<file path="src/rtl/tmr_vote_ctrl.sv">
// Triple-modular-redundancy controller: bitwise 2-of-3 voter with per-channel
// mismatch tracking and TMR -> DMR -> FAIL degradation.
module tmr_vote_ctrl #(
   parameter int unsigned WIDTH          = 8,
   parameter int unsigned MISMATCH_LIMIT = 3,
   parameter int unsigned CNT_W          = 4
) (
   input  logic             clk,
   input  logic             rst_n,
   input  logic             in_valid,
   input  logic [WIDTH-1:0] ch_a,
   input  logic [WIDTH-1:0] ch_b,
   input  logic [WIDTH-1:0] ch_c,
   input  logic             clr_fault,
   output logic             out_valid,
   output logic [WIDTH-1:0] out_data,
   output logic [2:0]       fault,
   output logic [1:0]       mode,
   output logic             disagree,
   output logic             err
);

   typedef enum logic [1:0] {
      S_TMR  = 2'b00,
      S_DMR  = 2'b01,
      S_FAIL = 2'b10
   } mode_t;

   localparam logic [CNT_W-1:0] LIMIT = CNT_W'(MISMATCH_LIMIT);

   mode_t            mode_q, mode_d;
   logic             out_valid_q, out_valid_d;
   logic [WIDTH-1:0] out_data_q, out_data_d;
   logic [2:0]       fault_q, fault_d;
   logic             disagree_q, disagree_d;
   logic             err_q, err_d;
   logic [CNT_W-1:0] cnt_a, cnt_b, cnt_c;
   logic [CNT_W-1:0] cnt_a_d, cnt_b_d, cnt_c_d;

   logic [WIDTH-1:0] vote;
   logic             mis_a, mis_b, mis_c;
   logic [2:0]       hit;
   logic [WIDTH-1:0] pair_p, pair_q;

   function automatic logic [CNT_W-1:0] sat_inc(input logic [CNT_W-1:0] c);
      sat_inc = (c >= LIMIT) ? LIMIT : c + 1'b1;
   endfunction

   always_ff @(posedge clk or negedge rst_n) begin
      if (!rst_n) begin
         mode_q      <= S_TMR;
         out_valid_q <= 1'b0;
         out_data_q  <= '0;
         fault_q     <= '0;
         disagree_q  <= 1'b0;
         err_q       <= 1'b0;
         cnt_a       <= '0;
         cnt_b       <= '0;
         cnt_c       <= '0;
      end else begin
         mode_q      <= mode_d;
         out_valid_q <= out_valid_d;
         out_data_q  <= out_data_d;
         fault_q     <= fault_d;
         disagree_q  <= disagree_d;
         err_q       <= err_d;
         cnt_a       <= cnt_a_d;
         cnt_b       <= cnt_b_d;
         cnt_c       <= cnt_c_d;
      end
   end

   always_comb begin
      vote        = (ch_a & ch_b) | (ch_a & ch_c) | (ch_b & ch_c);
      mis_a       = (ch_a != vote);
      mis_b       = (ch_b != vote);
      mis_c       = (ch_c != vote);
      hit         = '0;
      pair_p      = ch_a;
      pair_q      = ch_b;
      mode_d      = mode_q;
      out_valid_d = in_valid;
      out_data_d  = out_data_q;
      fault_d     = fault_q;
      disagree_d  = 1'b0;
      err_d       = 1'b0;
      cnt_a_d     = cnt_a;
      cnt_b_d     = cnt_b;
      cnt_c_d     = cnt_c;

      if (clr_fault) begin
         // A sample arriving with the clear is voted 3-way but never counted.
         mode_d  = S_TMR;
         fault_d = '0;
         cnt_a_d = '0;
         cnt_b_d = '0;
         cnt_c_d = '0;
         if (in_valid) begin
            out_data_d = vote;
            disagree_d = mis_a | mis_b | mis_c;
         end
      end else if (in_valid) begin
         case (mode_q)
            S_TMR: begin
               out_data_d = vote;
               disagree_d = mis_a | mis_b | mis_c;
               cnt_a_d    = mis_a ? sat_inc(cnt_a) : '0;
               cnt_b_d    = mis_b ? sat_inc(cnt_b) : '0;
               cnt_c_d    = mis_c ? sat_inc(cnt_c) : '0;
               hit        = {cnt_c_d == LIMIT, cnt_b_d == LIMIT, cnt_a_d == LIMIT};
               fault_d    = fault_q | hit;
               if ($countones(hit) > 1)
                  mode_d = S_FAIL;
               else if (hit != 3'b000)
                  mode_d = S_DMR;
            end
            S_DMR: begin
               case (fault_q)
                  3'b001:  begin pair_p = ch_b; pair_q = ch_c; end
                  3'b010:  begin pair_p = ch_a; pair_q = ch_c; end
                  default: begin pair_p = ch_a; pair_q = ch_b; end
               endcase
               if (pair_p == pair_q) begin
                  out_data_d = pair_p;
                  if (!fault_q[0]) cnt_a_d = '0;
                  if (!fault_q[1]) cnt_b_d = '0;
                  if (!fault_q[2]) cnt_c_d = '0;
               end else begin
                  err_d      = 1'b1;
                  disagree_d = 1'b1;
               end
            end
            default: begin
               err_d = 1'b1;
            end
         endcase
      end
   end

   assign out_valid = out_valid_q;
   assign out_data  = out_data_q;
   assign fault     = fault_q;
   assign mode      = mode_q;
   assign disagree  = disagree_q;
   assign err       = err_q;

endmodule

</file>
<file path="config.mk">
export PLATFORM = sky130hd
export DESIGN_NAME = tmr_vote_ctrl
export DESIGN_NICKNAME = d
export VERILOG_FILES = /design/src/rtl/tmr_vote_ctrl.sv
export SDC_FILE = /design/constraint.sdc
export NUM_CORES = 1
export LEC_CHECK = 0
export ABC_AREA = 1
export CAP_MARGIN = 20
export CORE_MARGIN = 10
export CORE_UTILIZATION = 53
export DETAILED_ROUTE_END_ITERATION = 7
export HOLD_SLACK_MARGIN = 0.15
export PLACE_DENSITY_LB_ADDON = 0.08
export SYNTH_ARGS = -nofsm -noshare
export SYNTH_HDL_FRONTEND = slang
export SYNTH_SLANG_ARGS = --single-unit
</file>
<file path="constraint.sdc">
create_clock -name clk -period 2.1 [get_ports clk]
set_input_delay 0.63 -clock clk [delete_from_list [all_inputs] [get_ports clk]]
set_output_delay 0.63 -clock clk [all_outputs]
set_load 0.05 [all_outputs]
</file>
# Yosys cells after proc, flatten, opt, wreduce, memory -nomap -nowiden

Index checks and enable logic that the tools add are counted.

Register bits: 28
Input port bits: 28
Output and inout port bits: 16

Add/sub/neg operators: 5
Magnitude comparators: 4
Equality and inequality tests: 14
Mux-type cells: 50
Bitwise gates (word level): 8
Reduce and logical (&&, ||, !) cells: 13

Operators by type and width:

| kind                                                              | count |
|---|---|
| two-way mux 8 bit                                                 | 12 |
| two-way mux 4 bit                                                 | 18 |
| AND 8 bit                                                         | 3 |
| inequality test 8 bit                                             | 3 |
| case mux 4 bit (2 select lines)                                   | 3 |
| bitwise OR 8 bit                                                  | 2 |
| case mux 8 bit (2 select lines)                                   | 1 |
| adder 4 x 1 -> 4 bit, second input constant                       | 3 |
| equality test 4 x 2 -> 1 bit, second input constant               | 3 |
| greater-or-equal comparator 4 x 2 -> 1 bit, second input constant | 3 |
| inequality test 3 bit, second input constant                      | 4 |
| AND reduction 4 bit                                               | 3 |
| two-way mux 2 bit                                                 | 5 |
| two-way mux 3 bit                                                 | 3 |
| nonzero test 3 bit                                                | 3 |
| equality test 8 bit                                               | 1 |
| two-way mux 1 bit                                                 | 6 |
| AND reduction 3 bit                                               | 2 |
| case mux 1 bit (2 select lines)                                   | 2 |
| nonzero test 2 bit                                                | 2 |
| adder 2 x 1 -> 3 bit                                              | 1 |
| equality test 3 x 1 -> 1 bit, second input constant               | 1 |
| equality test 3 x 2 -> 1 bit, second input constant               | 1 |
| greater-than comparator 3 x 1 -> 1 bit, second input constant     | 1 |
| other kinds (7)                                                   | 8 |

# Depth between registers and ports, before layout

Depth in word-level cells: 13
Gate-level depth with buffers: 16
Depth with buffers taken out: 15

# Worst setup path after synthesis

No wires, ideal clock.

Path type: register to register
Start point: register fault_q[1] (netlist: fault[1])
End point: register out_data_q[0] (netlist: out_data[0])
Setup time: 123 ps
Arrival: 1981 ps
Required time: 1977 ps
Path slack: -4 ps
Stages on the path, launching flop included: 16
Buffers on the path: 2
Period minus slack after synthesis: 2104 ps
Cell sequence: dfrtp_1 inv_2 nand3_4 buf_8 nand2_1 nand2_2 nand3_1 nand2_1 nand2_1 nor2_2 nand2_2 nand2_4 nand2_4 buf_6 nand2_2 o21ai_2

Cells in the longest elaborated chain, start to end: 9
Elaborated cells on any way between the ends: 18

Ends and longest elaborated chain:

| element                                                                             | line     | text |
|---|---|---|
| start: declaration                                                                  | 34       | `logic [2:0] fault_q, fault_d;` |
| start signal: assignment                                                            | 64       | `fault_q <= fault_d;` |
| equality test 3 x 2 -> 1 bit / equality test 3 x 1 -> 1 bit (equally long branches) | 118      | `case (fault_q)` |
| OR reduction 2 bit (no line) / two-way mux 8 bit (equally long branches)            | --       |  |
| two-way mux 8 bit (on tied branches)                                                | 118, 103 |  |
| two-way mux 8 bit (on tied branches)                                                | 103, 102 |  |
| two-way mux 8 bit (on tied branches)                                                | 102, 91  |  |
| two-way mux 8 bit (on tied branches)                                                | 91, 123  |  |
| equality test 8 bit / case mux 8 bit (2 select lines) (equally long branches)       | 123, 103 |  |
| inequality test 3 bit (no line) / two-way mux 8 bit (equally long branches)         | --       |  |
| AND reduction 3 bit (no line) / two-way mux 8 bit (equally long branches)           | --       |  |
| end signal: assignment                                                              | 63       | `out_data_q <= out_data_d;` |
| end: declaration                                                                    | 33       | `logic [WIDTH-1:0] out_data_q, out_data_d;` |

Several ways; a longest one is shown, not always the timed one. The select of a mux whose other input is x is not followed.
A chain may end at the register's enable or synchronous reset.

# Worst setup path after layout

Start point: register fault_q[0] (netlist: fault[0])
End point: register cnt_c[0]

Cells in the longest elaborated chain, start to end: 9
Elaborated cells on any way between the ends: 14

Ends and longest elaborated chain:

| element                                                                             | line | text |
|---|---|---|
| equality test 3 x 2 -> 1 bit / equality test 3 x 1 -> 1 bit (equally long branches) | 118  |  |
| OR reduction 2 bit (no line)                                                        | --   |  |
| two-way mux 8 bit                                                                   | 118  |  |
| two-way mux 8 bit                                                                   | 103  | `case (mode_q)` |
| two-way mux 8 bit                                                                   | 102  | `end else if (in_valid) begin` |
| two-way mux 8 bit                                                                   | 91   | `if (clr_fault) begin` |
| equality test 8 bit (*)                                                             | 123  | `if (pair_p == pair_q) begin` |
| inequality test 3 bit (no line) (*)                                                 | --   |  |
| AND reduction 4 bit (no line) (*)                                                   | --   |  |
| end signal: assignment                                                              | 69   | `cnt_c <= cnt_c_d;` |
| end: declaration                                                                    | 37   | `logic [CNT_W-1:0] cnt_a, cnt_b, cnt_c;` |

Mark *: on every way between the ends. The rest lies on a longest branch, timed or not. The select of a mux whose other input is x is not followed.

==> impl_metrics.ini <==
[yosys]
synthesis.yosys.warnings = 0
synth_xor_area_share_pct = 0
syn_avg_cell_area_sq_um = 6.19
synth_top_family_by_area = simple AND/OR/NAND/NOR gates
synth_mux_area_share_pct = 0
synthSimpleGateAreaFrac_pct = 41.1
yosysTopAreaCellShare_pct = 28.3
synth_nets = 432
yosysTopAreaCell = dfrtp_1
synthAdderAreaFrac_pct = 2.02
synth.area.top_cells = dfrtp_1 28%, nand2_1 22%, o21ai_0 12%
ys_ff_latch = 28
synthDistinctLibCells = 29
synth_compound_area_share_pct = 17.3
yosysSeqAreaShare_pct = 28.3
synth_area_sq_mm = 0.00247
syn_inst = 400

[layout]
fin_area_sq_mm = 0.00351
fin_nets = 538
utilization_pct = 79.1
drive_above_1_share_pct = 28.5
diodes = 0
syn_to_final_growth_pct = 42.0

[worst_setup_path]
crit_start = fault[0]
r2r_slack_ps = 20
critical_path_arrival_ps = 2260
worstSetupEndpointType = flop
rr_worst_depth = 16
crit_end = cnt_c[0]
path_class = reg -> reg
reg2reg_from = fault[0]
crit_required_ps = 2280
reg2reg_to = cnt_c[0]
crit_fanout = 9
start_kind = flop

[pwr]
power_frac_seq_pct = 20.1
pwr-share-clk_pct = 9.9
leakage_nw = 1.96
power.density_mw_per_mm2 = 1240
switching_share_pct = 50.7
p_switching_mw = 2.21
internal_power_mw = 2.14
worst_ir_drop_vdd_uv = 1310
finalPower_mw = 4.35
power_frac_comb_pct = 69.9

[sta]
min_period_ps = 2080
post-route-period-util_pct = 99.2
hold_viol_final = 0
clock.fmax_ghz = 0.480
slew_violations = 0
rsz0062_at_grt = true
finalSetupViolCount = 0
hold_ws_ps = 475
tightestPinTransition_ps = 357
final.setup_skew_ps = 1.53
slew_headroom_pct = 76.2
setup_tns_ps = 0

[cts]
cts_tree = yes
cts.reportedPaths.clkPinSlew_ps = 100
cts_max_level = 1
tritoncts.num_buffers = 3
clk_latency_ps = 280
root_buffer = clkbuf_8
clkSinkCount = 28
ctsLongestPathBuffers = 2

[min_path]
min-delay-start = cnt_c[2]
holdCritPathClass = reg -> reg

[place]
gp_congestion = 0.902
io_buffers = 43
dp_hpwl_mm = 5.52
postPlaceCellArea_sq_mm = 0.00327

[floorplanning]
die_w_microns = 88.3
io_pins = 44
num_rows = 24
initial_utilization_pct = 55.7
fp.dieH_microns = 88.3
die-area_sq_mm = 0.00780
core_area_sq_mm = 0.00444

[routing]
num_vias = 3017
post-route-drc-count = 0
drt-total-wl_mm = 7.71
wire_per_inst_microns = 13.8
drtIter0Drc = 234
viasPerCell = 5.42
final_antenna_net_count = 0
first_pass_iters = 5

[grt]
grt_usage_pct = 18.0
overflow = 0
grt_max_degree = 29
grt_pass1_vias = 2566
grt_pass1_wl_mm = 11.6
antenna_found_initial = 0

[run_status]
status = finished, final reports clean

[run]
maxCapViolCount = 0
## how the worst min path moves through the flow
stage,end,slack [ps],cells past startpoint
6_report,cnt_c[2],480,2
3_5_place_dp,cnt_c[2],450,2
4_1_cts,cnt_c[2],480,2
3_3_place_gp,cnt_b[2],450,2
5_1_grt,cnt_c[2],510,2
2_1_floorplan,cnt_a[0],330,0
## layout by cell type, fill, tap and decap left out
cell type,synthesis,layout
nand2_2,6,6
o21ai_0,60,45
clkdlybuf4s50_1,0,3
clkinv_1,2,2
nand2_8,0,1
dfrtp_1,28,26
clkdlybuf4s15_1,0,6
dlygate4sd2_1,0,16
nand3b_1,2,2
nor3_2,0,1
dfrtp_2,0,2
nor3_1,2,1
buf_4,1,76
o211ai_1,1,1
clkbuf_8,0,3
or2_2,1,1
o21ai_1,2,16
a21oi_1,3,3
nand4_1,7,7
nand3_4,4,6
nand2_1,142,140
nand3_2,1,4
clkbuf_2,0,2
nand3_1,34,31
inv_1,52,34
inv_2,4,20
nor2_2,1,2
ha_1,4,4
nor4_1,1,1
inv_4,0,2
o21ai_2,10,11
bufinv_16,0,1
buf_12,0,3
nor2_1,23,22
nand2_4,2,3
a21boi_1,1,1
## kinds of logic after synthesis
group	Yosys count
simple gates	226
compound gates	77
buf+inv	65
fa+ha+maj	4
flops	28
## flip-flops by register name, indices dropped and copies added (netlist names)
signal     count
out_data       8
cnt_c          4
disagree       1
fault          3
cnt_b          4
err            1
mode           2
out_valid      1
cnt_a          4
## synth_stat cells
cell and count:
a21boi_1 1, a21oi_1 3, buf_2 1, buf_4 1
buf_6 1, buf_8 2, clkbuf_1 2, clkinv_1 2
dfrtp_1 28, ha_1 4, inv_1 52, inv_2 4
nand2_1 142, nand2_2 6, nand2_4 2, nand3_1 34
nand3_2 1, nand3_4 4, nand3b_1 2, nand4_1 7
nor2_1 23, nor2_2 1, nor3_1 2, nor4_1 1
o211ai_1 1, o21ai_0 60, o21ai_1 2, o21ai_2 10
or2_2 1
## timing repair
action,4_1_cts,5_1_grt
setup endpoints to repair,24,24
cloned,0,2
hold buffers,0,0
buffers inserted,1,13
gates resized for setup,41,41
pin swaps,2,9
## per-layer routing
metal	up-vias	track usage (%)	wire length, microns
met1	1372	23.7	3340
li1	1510	-	-
met3	12	4.50	640
met5	-	0	0
met4	0	2.94	76
met2	123	29.5	3650
## worst max-delay path, cell delays in order, from the launching register on
cell     delay (ps)
dfrtp_2         500
inv_2           140
nand2_1          80
nand2_2         110
buf_4           130
nand3_1          60
nand3_1         100
nand2_1          60
inv_1            50
nand2_1          40
nor2_1          120
nand2_2         100
nand2_4         130
buf_12          140
nand3_4          70
nand2_1          70
nand2_1          50
## power groups by stage
stage	registers, mW	logic [mW]	clock network, mW
global placement	0.865	2.65	0
finish	0.875	3.04	0.432
CTS	0.861	2.73	0.434
global route	0.891	3.33	0.456
floorplan	1.30	1.37	0
detailed placement	0.868	2.70	0
## area by class of cell
| cell class | count | area [sq um] |
|---|---|---|
| multi-input cells | 309 | 1580 |
| fillers | 361 | 931 |
| repair buffers | 106 | 871 |
| clock buffers | 3 | 41.3 |
| clock inverters | 1 | 30.0 |
| inverters | 58 | 223 |
| flip-flops and latches | 28 | 703 |
| well taps | 52 | 65.1 |
## metrics by stage
step | instances | setup slack (ps)
2_1_floorplan | 400 | 32.0
4_1_cts | 542 | 2.08
3_5_place_dp | 537 | -511
5_1_grt | 557 | -105
6_report | 557 | 16.7
3_3_place_gp | 537 | -469
Note: power is estimated with default switching activity, not from simulation.
